### src/rtl/priv_1_12_trap_sequencer.sv
// priv_1_12_trap_sequencer
// Sequences machine-mode trap entry (exception / interrupt) and trap return
// (mret). It arbitrates incoming requests, waits for the pipeline to drain,
// commits the CSR updates in a single cycle, then redirects fetch.
//
// Ports:
//   CLK, RST                 clock, synchronous active-high reset
//   exc_valid/exc_code/exc_tval/epc       exception request and its data
//   int_pending/int_code                  interrupt request and its cause
//   mret                                  trap-return request
//   pipe_clear                            pipeline drained
//   curr_*                                current privilege / CSR state
//   busy                                  sequencer not idle (front-end stalls)
//   inject_*                              one-cycle CSR write strobes
//   next_*                                CSR write data (valid with strobes)
//   insert_pc / priv_pc                   one-cycle fetch redirect and target
//   dbg_state                             current FSM state (debug)
//
// Request handshake: exc_valid, int_pending and mret are level requests. A
// request counts as accepted only in a cycle where the sequencer is IDLE
// (busy=0) at the rising edge. While busy=1 every request is ignored and the
// requester has to hold or re-present it after busy drops.
module priv_1_12_trap_sequencer #(
  parameter logic [1:0] RESET_PRIV = 2'b11
) (
  input  logic        CLK,
  input  logic        RST,
  input  logic        exc_valid,
  input  logic [3:0]  exc_code,
  input  logic [31:0] exc_tval,
  input  logic [31:0] epc,
  input  logic        int_pending,
  input  logic [3:0]  int_code,
  input  logic        mret,
  input  logic        pipe_clear,
  input  logic [1:0]  curr_priv,
  input  logic        curr_mstatus_mie,
  input  logic        curr_mstatus_mpie,
  input  logic [1:0]  curr_mstatus_mpp,
  input  logic [31:0] curr_mtvec,
  input  logic [31:0] curr_mepc,
  output logic        busy,
  output logic        inject_mcause,
  output logic        inject_mepc,
  output logic        inject_mtval,
  output logic        inject_mstatus,
  output logic        inject_priv,
  output logic [31:0] next_mcause,
  output logic [31:0] next_mepc,
  output logic [31:0] next_mtval,
  output logic        next_mstatus_mie,
  output logic        next_mstatus_mpie,
  output logic [1:0]  next_mstatus_mpp,
  output logic [1:0]  next_priv,
  output logic        insert_pc,
  output logic [31:0] priv_pc,
  output logic [1:0]  dbg_state
);

  typedef enum logic [1:0] {
    ST_IDLE       = 2'd0,
    ST_WAIT_CLEAR = 2'd1,
    ST_COMMIT     = 2'd2,
    ST_REDIRECT   = 2'd3
  } state_e;

  typedef enum logic [1:0] {
    KIND_EXC = 2'd0,
    KIND_INT = 2'd1,
    KIND_RET = 2'd2
  } kind_e;

  // RESET_PRIV is informational only: after reset the core is in M-mode, and
  // the sequencer never writes privilege while idle, so no logic depends on it.
  if (RESET_PRIV == 2'b10) begin : g_reserved_reset_priv
  end

  state_e      state_q, state_d;
  kind_e       kind_q;
  logic [3:0]  code_q;
  logic [31:2] epc_q;   // mepc is always written 4-byte aligned
  logic [31:0] tval_q;
  logic [1:0]  priv_q;
  logic        mie_q;
  logic        mpie_q;
  logic [1:0]  mpp_q;

  logic int_take;
  logic accept;

  // In M-mode an interrupt is only taken with mstatus.MIE set; lower modes
  // always take enabled interrupts.
  assign int_take = int_pending && ((curr_priv != 2'b11) || curr_mstatus_mie);
  assign accept   = (state_q == ST_IDLE) && (exc_valid || int_take || mret);

  always_comb begin
    state_d = state_q;
    case (state_q)
      ST_IDLE:       if (accept) state_d = ST_WAIT_CLEAR;
      ST_WAIT_CLEAR: if (pipe_clear) state_d = ST_COMMIT;
      ST_COMMIT:     state_d = ST_REDIRECT;
      ST_REDIRECT:   state_d = ST_IDLE;
      default:       state_d = ST_IDLE;
    endcase
  end

  always_ff @(posedge CLK) begin
    if (RST) begin
      state_q <= ST_IDLE;
      kind_q  <= KIND_EXC;
      code_q  <= '0;
      epc_q   <= '0;
      tval_q  <= '0;
      priv_q  <= '0;
      mie_q   <= 1'b0;
      mpie_q  <= 1'b0;
      mpp_q   <= '0;
    end else begin
      state_q <= state_d;
      if (accept) begin
        epc_q  <= epc[31:2];
        priv_q <= curr_priv;
        mie_q  <= curr_mstatus_mie;
        mpie_q <= curr_mstatus_mpie;
        mpp_q  <= curr_mstatus_mpp;
        if (exc_valid) begin
          kind_q <= KIND_EXC;
          code_q <= exc_code;
          tval_q <= exc_tval;
        end else if (int_take) begin
          kind_q <= KIND_INT;
          code_q <= int_code;
          tval_q <= '0;
        end else begin
          kind_q <= KIND_RET;
          code_q <= '0;
          tval_q <= '0;
        end
      end
    end
  end

  logic [31:0] vec_base;
  assign vec_base = {curr_mtvec[31:2], 2'b00};

  always_comb begin
    busy              = (state_q != ST_IDLE);
    inject_mcause     = 1'b0;
    inject_mepc       = 1'b0;
    inject_mtval      = 1'b0;
    inject_mstatus    = 1'b0;
    inject_priv       = 1'b0;
    next_mcause       = '0;
    next_mepc         = '0;
    next_mtval        = '0;
    next_mstatus_mie  = 1'b0;
    next_mstatus_mpie = 1'b0;
    next_mstatus_mpp  = '0;
    next_priv         = '0;
    insert_pc         = 1'b0;
    priv_pc           = '0;
    case (state_q)
      ST_COMMIT: begin
        if (kind_q == KIND_RET) begin
          inject_mstatus    = 1'b1;
          inject_priv       = 1'b1;
          next_priv         = mpp_q;
          next_mstatus_mie  = mpie_q;
          next_mstatus_mpie = 1'b1;
          next_mstatus_mpp  = 2'b00;
        end else begin
          inject_mcause     = 1'b1;
          inject_mepc       = 1'b1;
          inject_mtval      = 1'b1;
          inject_mstatus    = 1'b1;
          inject_priv       = 1'b1;
          next_mcause       = {(kind_q == KIND_INT), 27'b0, code_q};
          next_mepc         = {epc_q, 2'b00};
          next_mtval        = tval_q;
          next_mstatus_mpie = mie_q;
          next_mstatus_mie  = 1'b0;
          next_mstatus_mpp  = priv_q;
          next_priv         = 2'b11;
        end
      end
      ST_REDIRECT: begin
        insert_pc = 1'b1;
        if (kind_q == KIND_RET) begin
          priv_pc = curr_mepc;
        end else if ((curr_mtvec[1:0] == 2'b01) && (kind_q == KIND_INT)) begin
          // Vectored mode; mode 2'b1x is reserved and falls back to direct.
          priv_pc = vec_base + {26'b0, code_q, 2'b00};
        end else begin
          priv_pc = vec_base;
        end
      end
      default: ;
    endcase
  end

  assign dbg_state = state_q;

endmodule

### config.mk
export PLATFORM = sky130hd
export DESIGN_NAME = priv_1_12_trap_sequencer
export DESIGN_NICKNAME = d
export VERILOG_FILES = /design/src/rtl/priv_1_12_trap_sequencer.sv
export SDC_FILE = /design/constraint.sdc
export NUM_CORES = 1
export LEC_CHECK = 0
export CORE_MARGIN = 2
export CORE_UTILIZATION = 30
export DETAILED_ROUTE_END_ITERATION = 6
export HOLD_SLACK_MARGIN = 0.08
export MAX_ROUTING_LAYER = met4
export PLACE_DENSITY = 0.68
export SLEW_MARGIN = 20
export SYNTH_ARGS = -nofsm -noshare
export SYNTH_HDL_FRONTEND = slang
export SYNTH_SLANG_ARGS = --single-unit
### constraint.sdc
create_clock -name CLK -period 4.8 [get_ports CLK]
set_input_delay 1.44 -clock CLK [delete_from_list [all_inputs] [get_ports CLK]]
set_output_delay 1.44 -clock CLK [all_outputs]
set_load 0.05 [all_outputs]
==> results by group <==
Hold path
  • Min-delay src: epc_q[7]$_SDFFE_PP0P_
  • Worst Hold Class: register to register
  • Hold path endpoint: epc_q[7]$_SDFFE_PP0P_
  • Worst hold stages: 2

Route
  • Met2 wire length: 8.35 mm
  • Met3 wire length: 1.37 mm
  • 1st-pass router iterations: 4
  • Via/cell ratio: 4.88
  • Final wirelength: 17.2 mm
  • Post-DRT Antenna Nets: 0
  • Top Layer Used: met4
  • 1st-iter DRT viols: 215
  • DRC: 0
  • M1 wire length: 7.18 mm
  • Via count: 5,117
  • Avg WL per Cell: 16.4 um

Placed design
  • Final HPWL DP: 12.2 mm
  • IO Port Bufs: 259
  • # placed instances: 1,025
  • GPL Wtd Cong: 0.822

Worst setup path
  • R2R Setup Slk: 2.76 ns
  • Crit Path Category: input pin to output pin
  • Critical Path AT: 3.32 ns
  • R2r endpoint: epc_q[5]$_SDFFE_PP0P_
  • CP required: 3.36 ns
  • CP Capture Type: output pin
  • Critical-path maximum fanout: 6
  • Startpoint Class: input pin
  • CP Launch Point: curr_mtvec[19]
  • Reg2reg path depth: 7
  • Worst r2r src: dbg_state[0]$_SDFFE_PP0P_

STA
  • Setup Skew: 0.00693 ns
  • Max Fclk: 0.210 GHz
  • Max-slew violation count: 0
  • Final worst path period share: 99.2%
  • Post-layout min period: 4.76 ns
  • Worst-Margin Slew: 0.861 ns
  • Final hold violation count: 0
  • Final Hold Slack: 0.448 ns
  • Final setup viols: 0
  • Relative slew slack: 42.6%

Die
  • Core area: 0.0150 mm^2
  • Number of cell rows: 45
  • Die ar.: 0.0162 mm^2
  • Initial Utilization: 30.4%
  • Die Span X: 127 um
  • Die Span Y: 127 um
  • Ports: 291

Global route
  • GRT Residual Overflow: 0
  • GRT Resource Usage Total: 20.7%
  • Largest net degree at the start of global routing: 88
  • Number of global-route vias before repair: 5,024
  • Initial antenna violation count: 2
  • First-pass GRT wire length: 26.2 mm

Logic synthesis
  • Synth Area in XOR/XNOR: 3.83%
  • FFs w/ async S/R, synth: 0%
  • Yosys cell types: 47
  • Post-synthesis mux area share: 0.876%
  • Post-synth top area share: 33.3%
  • Post-synthesis sequential area ratio: 33.3%
  • Post-synthesis simple-gate area fraction: 27.4%
  • Area leader, netlist: dfxtp_1
  • Top post-synthesis cells by area: dfxtp_1 33%, and3_1 11%, nand2_1 7.4%
  • Post-synth top cells: 90 x nand2_1, 77 x and3_1, 76 x dfxtp_1
  • Count leader, synth: nand2_1
  • Mapped cell area: 0.00457 mm^2
  • Yosys reg bits: 76
  • Synth warnings: 0
  • Post-synth EDFFs: 0
  • Most common flop cell mapped by yosys: dfxtp_1
  • Syn_area_per_cell: 7.64 um^2
  • Largest family of logic cells by synthesized area: simple AND/OR/NAND/NOR gates
  • Synth Area in Adders: 2.90%
  • Compound-Gate Fraction of Synth Area: 20.8%
  • Mapped Cells: 598

Clock tree
  • CTS tree: built
  • Num CTS Buffers: 9
  • Clock Tree Buf Depth: 2
  • Root buffer cell: clkbuf_16
  • Hold buffers post-CTS: 0
  • Clock transition at the registers of the reported paths: 0.06 ns
  • H-tree depth: 3
  • Worst skew pair latency: 0.33 ns
  • CTS Sinks: 76

Power
  • Pwr Density: 384 mW/mm^2
  • Leakage: 3.44 nW
  • Worst VDD drop: 251 uV

Cells and area
  • Share of layout cells above drive strength 1: 15.9%
  • P&R area growth vs syn: 80.9%
  • Final non-filler cell total: 1,049
  • Finished Core Util: 55.0%
  • Fill count: 1,382
  • Nets: 1,012
  • Area of the multi-input gates: 0.00288 mm^2
  • Reg area: 0.00152 mm^2

Run status
  • Status: completed

Job
  • Total of max-cap violations: 0
==> layer usage <==
metal  up-vias  global-route usage (%)
li1       2559                       -
met1      2325                    23.9
met2       213                    34.9
met3        20                    6.11
met4         0                    6.33
met5         -                       -
==> layout make-up <==
type	count	area share [%]
Antenna cell	2	0.0605
Clock buffer	11	2.94
Clock inverter	5	0.439
Inverter	9	0.409
Multi-Input combinational cell	456	34.9
Sequential cell	76	18.4
Tap cell	188	2.85
Timing Repair Buffer	302	40.0
==> cells in the final DEF, fill, tap and decap left out, types with 3 or more instances in the layout <==
cell	n
clkdlybuf4s50_1	218
nand2_1	90
and3_1	76
dfxtp_1	76
a21oi_1	43
buf_4	36
buf_12	34
a22o_1	32
conb_1	29
o21ai_0	27
nor2_1	20
xor2_1	17
a21oi_2	16
nand4_1	15
nand3_1	12
clkbuf_16	10
inv_1	9
dlymetal6s2s_1	6
o21a_1	5
ha_1	5
nor2_2	4
mux2i_1	4
a211oi_1	4
a221oi_1	4
a211oi_2	3
nand3_2	3
xnor2_1	3
nor3_1	3
ha_4	3
clkinvlp_4	3
==> state kept, by name, indices dropped and copies added, names as in the netlist <==
signal and cells:
priv_q 2, dbg_state 2, tval_q 32, mpie_q 1, code_q 4, mpp_q 2, kind_q 2, mie_q 1
epc_q 30
==> stage by stage <==
step / cell area, um^2 / total power, mW / setup slack (ns) / TNS [ns]
global route: 8270 / 3.36 / -0.00948 / -0.0156
global placement: 7780 / 2.50 / -0.388 / -5.25
CTS: 8180 / 3.20 / 0.00242 / 0
finish: 8270 / 3.17 / 0.0402 / 0
floorplan: 4780 / 1.89 / -0.0336 / -0.0336
detailed placement: 7780 / 2.51 / -0.438 / -5.80
==> where the power goes <==
part / switching [mW] / total [mW] / internal, mW
sequential: 0.0773 / 0.847 / 0.770
clock: 0.267 / 0.632 / 0.365
combinational: 1.05 / 1.69 / 0.643
==> worst max-delay path by stage <==
stage,slack [ns],cells after the start,end
5_1_grt,-0.009,8,priv_pc[25]
2_1_floorplan,-0.03,8,priv_pc[26]
3_3_place_gp,-0.39,11,priv_pc[24]
4_1_cts,0.002,10,priv_pc[8]
3_5_place_dp,-0.44,11,priv_pc[28]
6_report,0.04,8,priv_pc[25]
==> logic make-up (layout without fill, tap and decap cells) <==
| logic type | Yosys count | after routing |
|---|---|---|
| AOI/OAI and AO/OA | 149 | 149 |
| xor gates and xnor gates | 20 | 20 |
| adders and majority gates | 10 | 10 |
| buffers and inverters | 94 | 327 |
| DFF | 76 | 76 |
| muxes | 4 | 4 |
| other | 1 | 31 |
| and+or+nand+nor | 244 | 244 |
==> critical path, stage by stage <==
cell and delay (ns):
clkdlybuf4s50_1 0.56, nand4_1 0.17, nor4_4 0.23, buf_4 0.18, nand4_1 0.10, or3_1 0.40
nand3_2 0.09, buf_12 0.14
==> timing repair <==
action | in CTS | in global routing
gates cloned | 1 | 1
setup endpoints to repair | 26 | 17
setup buffers | 3 | 1
resized for setup | 24 | 17
pin swaps | 11 | 12
hold endpoints to repair | 0 | 0
No activity file was read; power rests on OpenSTA's default activity.
